`src/rtl/fir_if.sv`:
```
// fir_if: start/done handshake, sample/coefficient RAM ports and DC enable for fir_filter.
interface fir_if #(
   parameter int ADDR_SIZE = 5,
   parameter int DATA_SIZE = 16,
   parameter int COEF_SIZE = 32
);
   logic                 ap_start;
   logic                 ap_done;
   logic                 ap_idle;
   logic                 ap_ready;
   logic [DATA_SIZE-1:0] ap_return;
   logic [ADDR_SIZE-1:0] x_ant_address0;
   logic                 x_ant_ce0;
   logic [DATA_SIZE-1:0] x_ant_q0;
   logic [ADDR_SIZE-1:0] x_coefs_address0;
   logic                 x_coefs_ce0;
   logic [COEF_SIZE-1:0] x_coefs_q0;
   logic                 dcValEn;
   modport master (
      output ap_start, dcValEn, x_ant_q0, x_coefs_q0,
      input  ap_done, ap_idle, ap_ready, ap_return,
             x_ant_address0, x_ant_ce0, x_coefs_address0, x_coefs_ce0
   );
   modport slave (
      input  ap_start, dcValEn, x_ant_q0, x_coefs_q0,
      output ap_done, ap_idle, ap_ready, ap_return,
             x_ant_address0, x_ant_ce0, x_coefs_address0, x_coefs_ce0
   );
endinterface

```
`src/rtl/fir_filter.sv`:
```
// fir_filter: M-tap FIR multiply-accumulate per start/done call, saturated unsigned result.
// Define FIR_ROUND_EN for round-half-up before the fractional shift (default truncates).
module fir_filter #(
   parameter int M         = 23,
   parameter int ADDR_SIZE = 5,
   parameter int DATA_SIZE = 16,
   parameter int COEF_SIZE = 32,
   parameter int COEF_FRAC = 16,
   parameter int DC_VAL    = 2048
) (
   input logic ap_clk,
   input logic ap_rst,
   fir_if.slave bus
);
   localparam int PW = DATA_SIZE + COEF_SIZE;
   localparam logic [1:0] IDLE = 2'd0, READ = 2'd1, DRAIN = 2'd2, FINISH = 2'd3;
   localparam logic signed [63:0] MAXV = (64'sd1 <<< DATA_SIZE) - 64'sd1;
   localparam logic signed [63:0] DCV  = 64'(DC_VAL);
`ifdef FIR_ROUND_EN
   localparam logic signed [63:0] RND  = 64'sd1 <<< (COEF_FRAC - 1);
`else
   localparam logic signed [63:0] RND  = 64'sd0;
`endif
   logic [1:0]           state;
   logic [ADDR_SIZE-1:0] k;
   logic signed [PW-1:0] p;
   logic signed [63:0]   acc, sum, y;
   logic [DATA_SIZE-1:0] ret;
   assign p   = $signed({{COEF_SIZE{1'b0}}, bus.x_ant_q0})
              * $signed({{DATA_SIZE{bus.x_coefs_q0[COEF_SIZE-1]}}, bus.x_coefs_q0});
   assign sum = acc + 64'(p);
   assign y   = ((sum + RND) >>> COEF_FRAC) + (bus.dcValEn ? DCV : 64'sd0);
   assign ret = y < 64'sd0 ? '0 : (y > MAXV ? '1 : y[DATA_SIZE-1:0]);
   assign bus.ap_idle          = state == IDLE;
   assign bus.ap_done          = state == FINISH;
   assign bus.ap_ready         = state == FINISH;
   assign bus.x_ant_ce0        = state == READ;
   assign bus.x_coefs_ce0      = state == READ;
   assign bus.x_ant_address0   = state == READ ? k : ADDR_SIZE'(M);
   assign bus.x_coefs_address0 = state == READ ? k : ADDR_SIZE'(M);
   // q0 lags the address by one cycle, so the read at k=0 carries no tap yet
   always_ff @(posedge ap_clk or posedge ap_rst)
      if (ap_rst) begin
         state         <= IDLE;
         k             <= '0;
         acc           <= '0;
         bus.ap_return <= '0;
      end else
         case (state)
            IDLE, FINISH:
               if (bus.ap_start) begin
                  state <= READ;
                  k     <= '0;
                  acc   <= '0;
               end else
                  state <= IDLE;
            READ: begin
               acc   <= k == '0 ? '0 : sum;
               k     <= k + 1'b1;
               state <= k == ADDR_SIZE'(M - 1) ? DRAIN : READ;
            end
            DRAIN: begin
               acc           <= sum;
               bus.ap_return <= ret;
               state         <= FINISH;
            end
         endcase
endmodule

```
`src/flat_wrapper.sv`:
```
// flat-port wrapper written by rule: the top's interface ports become plain ports
module fir_filter_flat 
#(
   parameter int M         = 23,
   parameter int ADDR_SIZE = 5,
   parameter int DATA_SIZE = 16,
   parameter int COEF_SIZE = 32,
   parameter int COEF_FRAC = 16,
   parameter int DC_VAL    = 2048
)
  (ap_clk, ap_rst, bus_ap_start, bus_dcValEn, bus_x_ant_q0, bus_x_coefs_q0, bus_ap_done, bus_ap_idle, bus_ap_ready, bus_ap_return, bus_x_ant_address0, bus_x_ant_ce0, bus_x_coefs_address0, bus_x_coefs_ce0);
  fir_if #(.ADDR_SIZE(ADDR_SIZE), .DATA_SIZE(DATA_SIZE), .COEF_SIZE(COEF_SIZE)) bus_i ();
  input logic ap_clk;
  input logic ap_rst;
  input wire logic [$bits(bus_i.ap_start)-1:0] bus_ap_start;
  input wire logic [$bits(bus_i.dcValEn)-1:0] bus_dcValEn;
  input wire logic [$bits(bus_i.x_ant_q0)-1:0] bus_x_ant_q0;
  input wire logic [$bits(bus_i.x_coefs_q0)-1:0] bus_x_coefs_q0;
  output wire logic [$bits(bus_i.ap_done)-1:0] bus_ap_done;
  output wire logic [$bits(bus_i.ap_idle)-1:0] bus_ap_idle;
  output wire logic [$bits(bus_i.ap_ready)-1:0] bus_ap_ready;
  output wire logic [$bits(bus_i.ap_return)-1:0] bus_ap_return;
  output wire logic [$bits(bus_i.x_ant_address0)-1:0] bus_x_ant_address0;
  output wire logic [$bits(bus_i.x_ant_ce0)-1:0] bus_x_ant_ce0;
  output wire logic [$bits(bus_i.x_coefs_address0)-1:0] bus_x_coefs_address0;
  output wire logic [$bits(bus_i.x_coefs_ce0)-1:0] bus_x_coefs_ce0;
  assign bus_i.ap_start = bus_ap_start;
  assign bus_i.dcValEn = bus_dcValEn;
  assign bus_i.x_ant_q0 = bus_x_ant_q0;
  assign bus_i.x_coefs_q0 = bus_x_coefs_q0;
  assign bus_ap_done = bus_i.ap_done;
  assign bus_ap_idle = bus_i.ap_idle;
  assign bus_ap_ready = bus_i.ap_ready;
  assign bus_ap_return = bus_i.ap_return;
  assign bus_x_ant_address0 = bus_i.x_ant_address0;
  assign bus_x_ant_ce0 = bus_i.x_ant_ce0;
  assign bus_x_coefs_address0 = bus_i.x_coefs_address0;
  assign bus_x_coefs_ce0 = bus_i.x_coefs_ce0;
  fir_filter #(.M(M), .ADDR_SIZE(ADDR_SIZE), .DATA_SIZE(DATA_SIZE), .COEF_SIZE(COEF_SIZE), .COEF_FRAC(COEF_FRAC), .DC_VAL(DC_VAL)) u_core (.ap_clk(ap_clk), .ap_rst(ap_rst), .bus(bus_i));
endmodule
```
`config.mk`:
```
export PLATFORM = sky130hd
export DESIGN_NAME = fir_filter_flat
export DESIGN_NICKNAME = d
export VERILOG_FILES = /design/src/rtl/fir_if.sv /design/src/rtl/fir_filter.sv /design/src/flat_wrapper.sv
export SDC_FILE = /design/constraint.sdc
export NUM_CORES = 2
export LEC_CHECK = 0
export ABC_AREA = 0
export BUFFER_PORTS_ARGS = -buffer_cell sky130_fd_sc_hd__buf_4
export CAP_MARGIN = 20
export CORE_ASPECT_RATIO = 0.7
export CORE_MARGIN = 2
export CORE_UTILIZATION = 29
export CTS_BUF_LIST = sky130_fd_sc_hd__clkbuf_16
export CTS_CLUSTER_DIAMETER = 120
export DETAILED_ROUTE_END_ITERATION = 8
export GPL_TIMING_DRIVEN = 0
export PLACE_DENSITY_LB_ADDON = 0.08
export SLEW_MARGIN = 20
export SYNTH_ARGS = -nofsm -noshare
export SYNTH_HDL_FRONTEND = slang
export SYNTH_SLANG_ARGS = --single-unit
```
`constraint.sdc`:
```
create_clock -name ap_clk -period 8.73 [get_ports ap_clk]
set_clock_uncertainty 0.1 [all_clocks]
set_input_delay 1.746 -clock ap_clk [delete_from_list [all_inputs] [get_ports ap_clk]]
set_output_delay 1.746 -clock ap_clk [all_outputs]
set_load 0.02 [all_outputs]
```
## Yosys cells after proc, flatten, opt, wreduce, memory -nomap -nowiden

Index checks and enable logic that the tools add are counted.

- Logic and storage cells: 32
- Output and inout port bits: 31
- Bits in registers: 87
- Input bits: 52

- $lt $le $gt $ge: 2
- Reductions and logical operators: 5
- Eq/ne operators: 5
- Muxes and demuxes: 12
- Multipliers: 1
- Add/subtract/negate cells: 3

Operators by type and width:

| operator | count |
|---|---|
| one-hot mux 64 bit (3 select lines) | 1 |
| two-way mux 64 bit | 2 |
| adder 64 x 48 -> 64 bit | 1 |
| > comparator 64 x 17 -> 1 bit, second input constant | 1 |
| < comparator 64 x 1 -> 1 bit, second input constant | 1 |
| adder 48 x 13 -> 49 bit | 1 |
| multiplier 17 x 32 -> 48 bit | 1 |
| two-way mux 16 bit | 2 |
| two-way mux 12 bit | 1 |
| two-way mux 5 bit | 2 |
| one-hot mux 5 bit (2 select lines) | 1 |
| one-hot mux 2 bit (3 select lines) | 1 |
| adder 5 x 1 -> 5 bit, second input constant | 1 |
| equality test 5 bit, second input constant | 1 |
| logical NOT 5 bit | 1 |
| equality test 2 bit, second input constant | 2 |
| equality test 2 x 1 -> 1 bit, second input constant | 1 |
| logical NOT 2 bit | 1 |
| two-way mux 2 bit | 1 |
| inequality test 2 bit, second input constant | 1 |
| AND reduction 2 bit | 1 |
| nonzero test 2 bit | 1 |
| OR reduction 2 bit | 1 |
| two-way mux 1 bit | 1 |

## Depth between registers and ports, before layout

- Depth in word-level cells: 6
- Mapped depth: 50
- Gate-level depth less buffers: 45

## Worst setup path after synthesis

OpenSTA, ideal clock, no wires.

- Kind: input to register
- From: input bus_x_ant_q0[10]
- To: register u_core.bus.ap_return[10]
- Setup time: 134 ps
- Setup slack: -3637 ps
- Stages: 43
- Required time: 8496 ps
- Path buffers: 4
- Arrival: 12133 ps
- Cells stage by stage: clkbuf_1 > nand2_1 > fa_1 > inv_1 > fa_1 > inv_1 > fa_1 > inv_1 > fa_1 > fa_1 > inv_1 > fa_1 > inv_1 > ha_1 > a211o_1 > a311o_1 > o2111ai_1 > nand2_1 > [... 7 more ...] > ha_1 > clkbuf_1 > a21oi_1 > o2111ai_1 > a21oi_1 > a21oi_1 > and2_1 > a211oi_1 > xor2_1 > or4b_1 > or4_4 > nor2_2 > nand4_1 > a221oi_1 > and4b_1 > buf_6 > buf_12 > a21oi_4

- Longest elaborated chain between the ends: 6
- Elaborated cells on any way between the ends: 7
- Those cells by class: add/sub: 2; mul: 1; order compare: 2; mux: 2

Ends and longest elaborated chain:

| what | RTL line | text |
|---|---|---|
| from (decl) | flat_wrapper.sv:17 | `input wire logic [$bits(bus_i.x_ant_q0)-1:0] bus_x_ant_q0;` |
| multiplier 17 x 32 -> 48 bit * | fir_filter.sv:30 | `* $signed({{DATA_SIZE{bus.x_coefs_q0[COEF_SIZE-1]}}, bus.x_coefs_q0});` |
| adder 64 x 48 -> 64 bit * | fir_filter.sv:31 | `assign sum = acc + 64'(p);` |
| adder 48 x 13 -> 49 bit * | fir_filter.sv:32 | `assign y = ((sum + RND) >>> COEF_FRAC) + (bus.dcValEn ? DCV : 64'sd0);` |
| > comparator 64 x 17 -> 1 bit | fir_filter.sv:33 | `assign ret = y < 64'sd0 ? '0 : (y > MAXV ? '1 : y[DATA_SIZE-1:0]);` |
| two-way mux 16 bit | fir_filter.sv:33 |  |
| two-way mux 16 bit * | fir_filter.sv:33 |  |
| to (signal assigned) | fir_filter.sv:64 | `bus.ap_return <= ret;` |
| to (decl) | fir_if.sv:26 | `output ap_done, ap_idle, ap_ready, ap_return,` |

Mark *: on every way between the ends. The rest lies on a longest branch, timed or not.
A chain may end at the register's enable or synchronous reset.

## Worst setup path after layout

- From: input bus_x_ant_q0[5]
- To: register u_core.bus.ap_return[4]

Same word-level chain as after synthesis.

==> impl_results.md <==
- Critical path's largest stage delay: 590 ps
- H-tree Lvls: 3
- CTS Buffer Depth: 2
- Status: finished, violations left
- Crit path DAT: 12460 ps
- Final TNS setup: -106080 ps
- Number of synthesized register bits: 87
- Commonest non-fill, non-tap cell in the layout: inv_1
- Starting Density: 29.3%
- Port Buf Inserts: 82
- Critical Path End: u_core.bus.ap_return[4]
- CP top delay family: adder cells
- Post-Syn Nets: 3848
- Register area share after synthesis: between 8 and 9%
- CP Capture Type: flop
- Register area: 2180 sq um
- Final hold violations: 0
- Ys flop type: dfrtp_1
- Via Count: 22846
- Mean Syn Cell Area: 8.50 sq um
- Root Driver: clkbuf_16
- Total die area: 93900 sq um
- Max Clk Rate: about 0.08 GHz
- CTS tree: yes
- Slowest cell on crit path: fa_1
- Clk Latency, worst-skew pair: 390 ps
- Required time worst endpoint: 8890 ps
- Initial antenna violation count: 5
- Router iterations before antenna repair: 5
- GR peak layer: met2
- Routability cong.: just under 0.9
- Worst path bufs/invs: 15
- Post-synth ARST share: 100%
- Clock Sinks: 87
- Num CTS Buffers: 9
- Least-Margin Pin Slew: 1060 ps
- Class of the most critical setup path: in2reg
- Share of cells above drive strength 1: 22.2%
- Vias in the first global route: 24526
- Avg Vias per Cell: approximately 5.0
- Synthesis-to-finish area growth: 27.4%
- Global-route wire length before repair: roughly 150000 um
- Gate Count Post-Synth: 3120
- Unrepaired setup endpoints after global routing: true
- Reg2reg path depth: 25
- GRT met1 Usage: 32.5%
- GR Util met3: under 10%
- Post-DP HPWL: 80100 um
- Total Wirelength: between 90000 and 100000 um
- GRT met2 Usage: 32.9%
- Min-delay worst type: reg2reg
- Synthesized cell area: ~27000 sq um
- Synth cell types: 93
- # DRC: 0
- Hold_sp: u_core.acc[10]
- Fillers: between 9000 and 10000
- # rows: 92
- Largest net degree at the start of global routing: 61
- Worst path depth: 48
- Core ar.: 90400 sq um
- R2R Path End: u_core.bus.ap_return[4]
- Failing checks: negative setup slack
- Commonest cells after routing, fill and taps aside: 600 x inv_1, 480 x fa_1, 407 x nand2_1
- Final min period: 12300 ps
- Final Setup Violations: 57
- Worst setup margin: -3570 ps
- Fin nets: between 4000 and 5000
- Start of the worst register-to-register path: u_core.acc[12]
- All-Layer GR Usage: 21.5%
- Area of the multi-input gates: 24100 sq um
- Max-cap violation count: 0
- Initial DRC Count: 1393
- CP Launch Type: input port
- Worst R2R Setup Slack: 2940 ps
- Post-route ant nets: 0
- CP startpoint: bus_x_ant_q0[5]
- Die W: about 370 um
- GRT Residual Overflow: 0
- WL/cell: 21.3 um
- Die height: ~260 um
- Post-synth EDFFs: 0
- Final period utilization: 141%
- Crit path top cell by count: fa_1
- Crit-path max FO: 5
- Ports: 83
- Clock-pin slew on the worst setup and hold paths: 70 ps
- Slew Limit Fails: 0
- Ys Warns: 0
- Slew margin rel.: 29.3%
==> cell type report <==
cell class | count | share of cell area, %
Multi-Input combinational cell | 2286 | 71.3
Inverter | 615 | 6.85
Timing Repair Buffer | 247 | 6.50
Sequential cell | 87 | 6.44
Tap cell | 1222 | 4.53
Buffer | 129 | 3.43
Clock buffer | 9 | 0.667
Clock inverter | 7 | 0.248
Antenna cell | 1 | 0.00741
==> how the worst min path moves through the flow <==
stage	to	slack, ps	cells after the start
finish	u_core.acc[10]	390	2
floorplan	u_core.acc[21]	350	2
detailed placement	u_core.acc[4]	380	2
CTS	u_core.acc[4]	400	2
global placement	u_core.acc[7]	370	2
global route	u_core.acc[7]	420	2
==> kinds of logic (layout without fill, tap and decap cells) <==
logic type	count (synthesis)	after routing	synth area share (%)
DFF	87	87	8.21
buffers and inverters	748	1007	10.9
xor gates and xnor gates	103	103	3.49
muxes	4	4	0.156
other	0	1	0
and+or+nand+nor	977	977	18.3
AOI/OAI and AO/OA	525	526	13.3
adders and majority gates	676	676	45.6
==> flip-flops by register name, summed over array words and instances, names as in the netlist <==
| signal | count |
|---|---|
| u_core.k | 5 |
| u_core.acc | 64 |
| u_core.bus.ap_return | 16 |
| u_core.state | 2 |
==> Yosys cell counts, drive strengths merged, types with 47 or more instances <==
| cell | instances | area [sq um] |
|---|---|---|
| a21o | 47 | 354 |
| a21oi | 135 | 792 |
| and2 | 254 | 1590 |
| clkbuf | 114 | 428 |
| dfrtp | 87 | 2180 |
| fa | 485 | 9710 |
| ha | 191 | 2390 |
| inv | 615 | 2310 |
| nand2 | 424 | 1590 |
| nor2 | 82 | 310 |
| o21ai | 141 | 706 |
| xnor2 | 72 | 638 |
==> worst reg2reg max path: stages (launching register included) <==
cell and delay, ps:
dfrtp_1 390, ha_1 280, buf_4 140, a21oi_1 100, o21ai_1 450, nor2_1 130
a21o_4 270, or2_4 280, o21a_1 200, o21bai_1 170, a21oi_2 90, xnor2_2 160
ha_2 240, ha_4 170, nand3_4 60, or4_4 530, clkbuf_8 170, or4_4 480
nor2_4 140, nand4_1 120, a221oi_2 310, and4b_1 250, buf_6 150, buf_12 110
buf_12 120, a21oi_4 50
==> through the flow <==
step	utilization, %	hold slack (ps)	cells	cell area (sq um)	setup WS (ps)
after floorplan	-	354	3120	27500	-2890
after global routing	37.4	419	4602	33800	-3990
after global placement	32.8	369	4424	29600	-5260
after CTS	36.4	398	4566	32900	-3620
final	37.4	392	4603	33800	-3570
after detailed placement	32.8	377	4425	29700	-5250
==> routing by layer <==
metal / share of wire [%] / vias up / wire (um)
li1: - / 10357 / -
met5: 0 / - / 0
met3: 6.8 / 58 / 6670
met2: 43 / 573 / 42600
met4: 1.0 / 0 / 1010
met1: 49 / 11858 / 47800
==> what timing repair did <==
item	CTS	global route
setup buffers	125	42
hold buffers	0	0
resized for setup	413	143
pin swaps	136	115
endpoints found under the setup margin	64	63
cloned	2	0
Power is not shown: default switching activity piles up to over one toggle a cycle in this logic, so the estimate is an artifact.
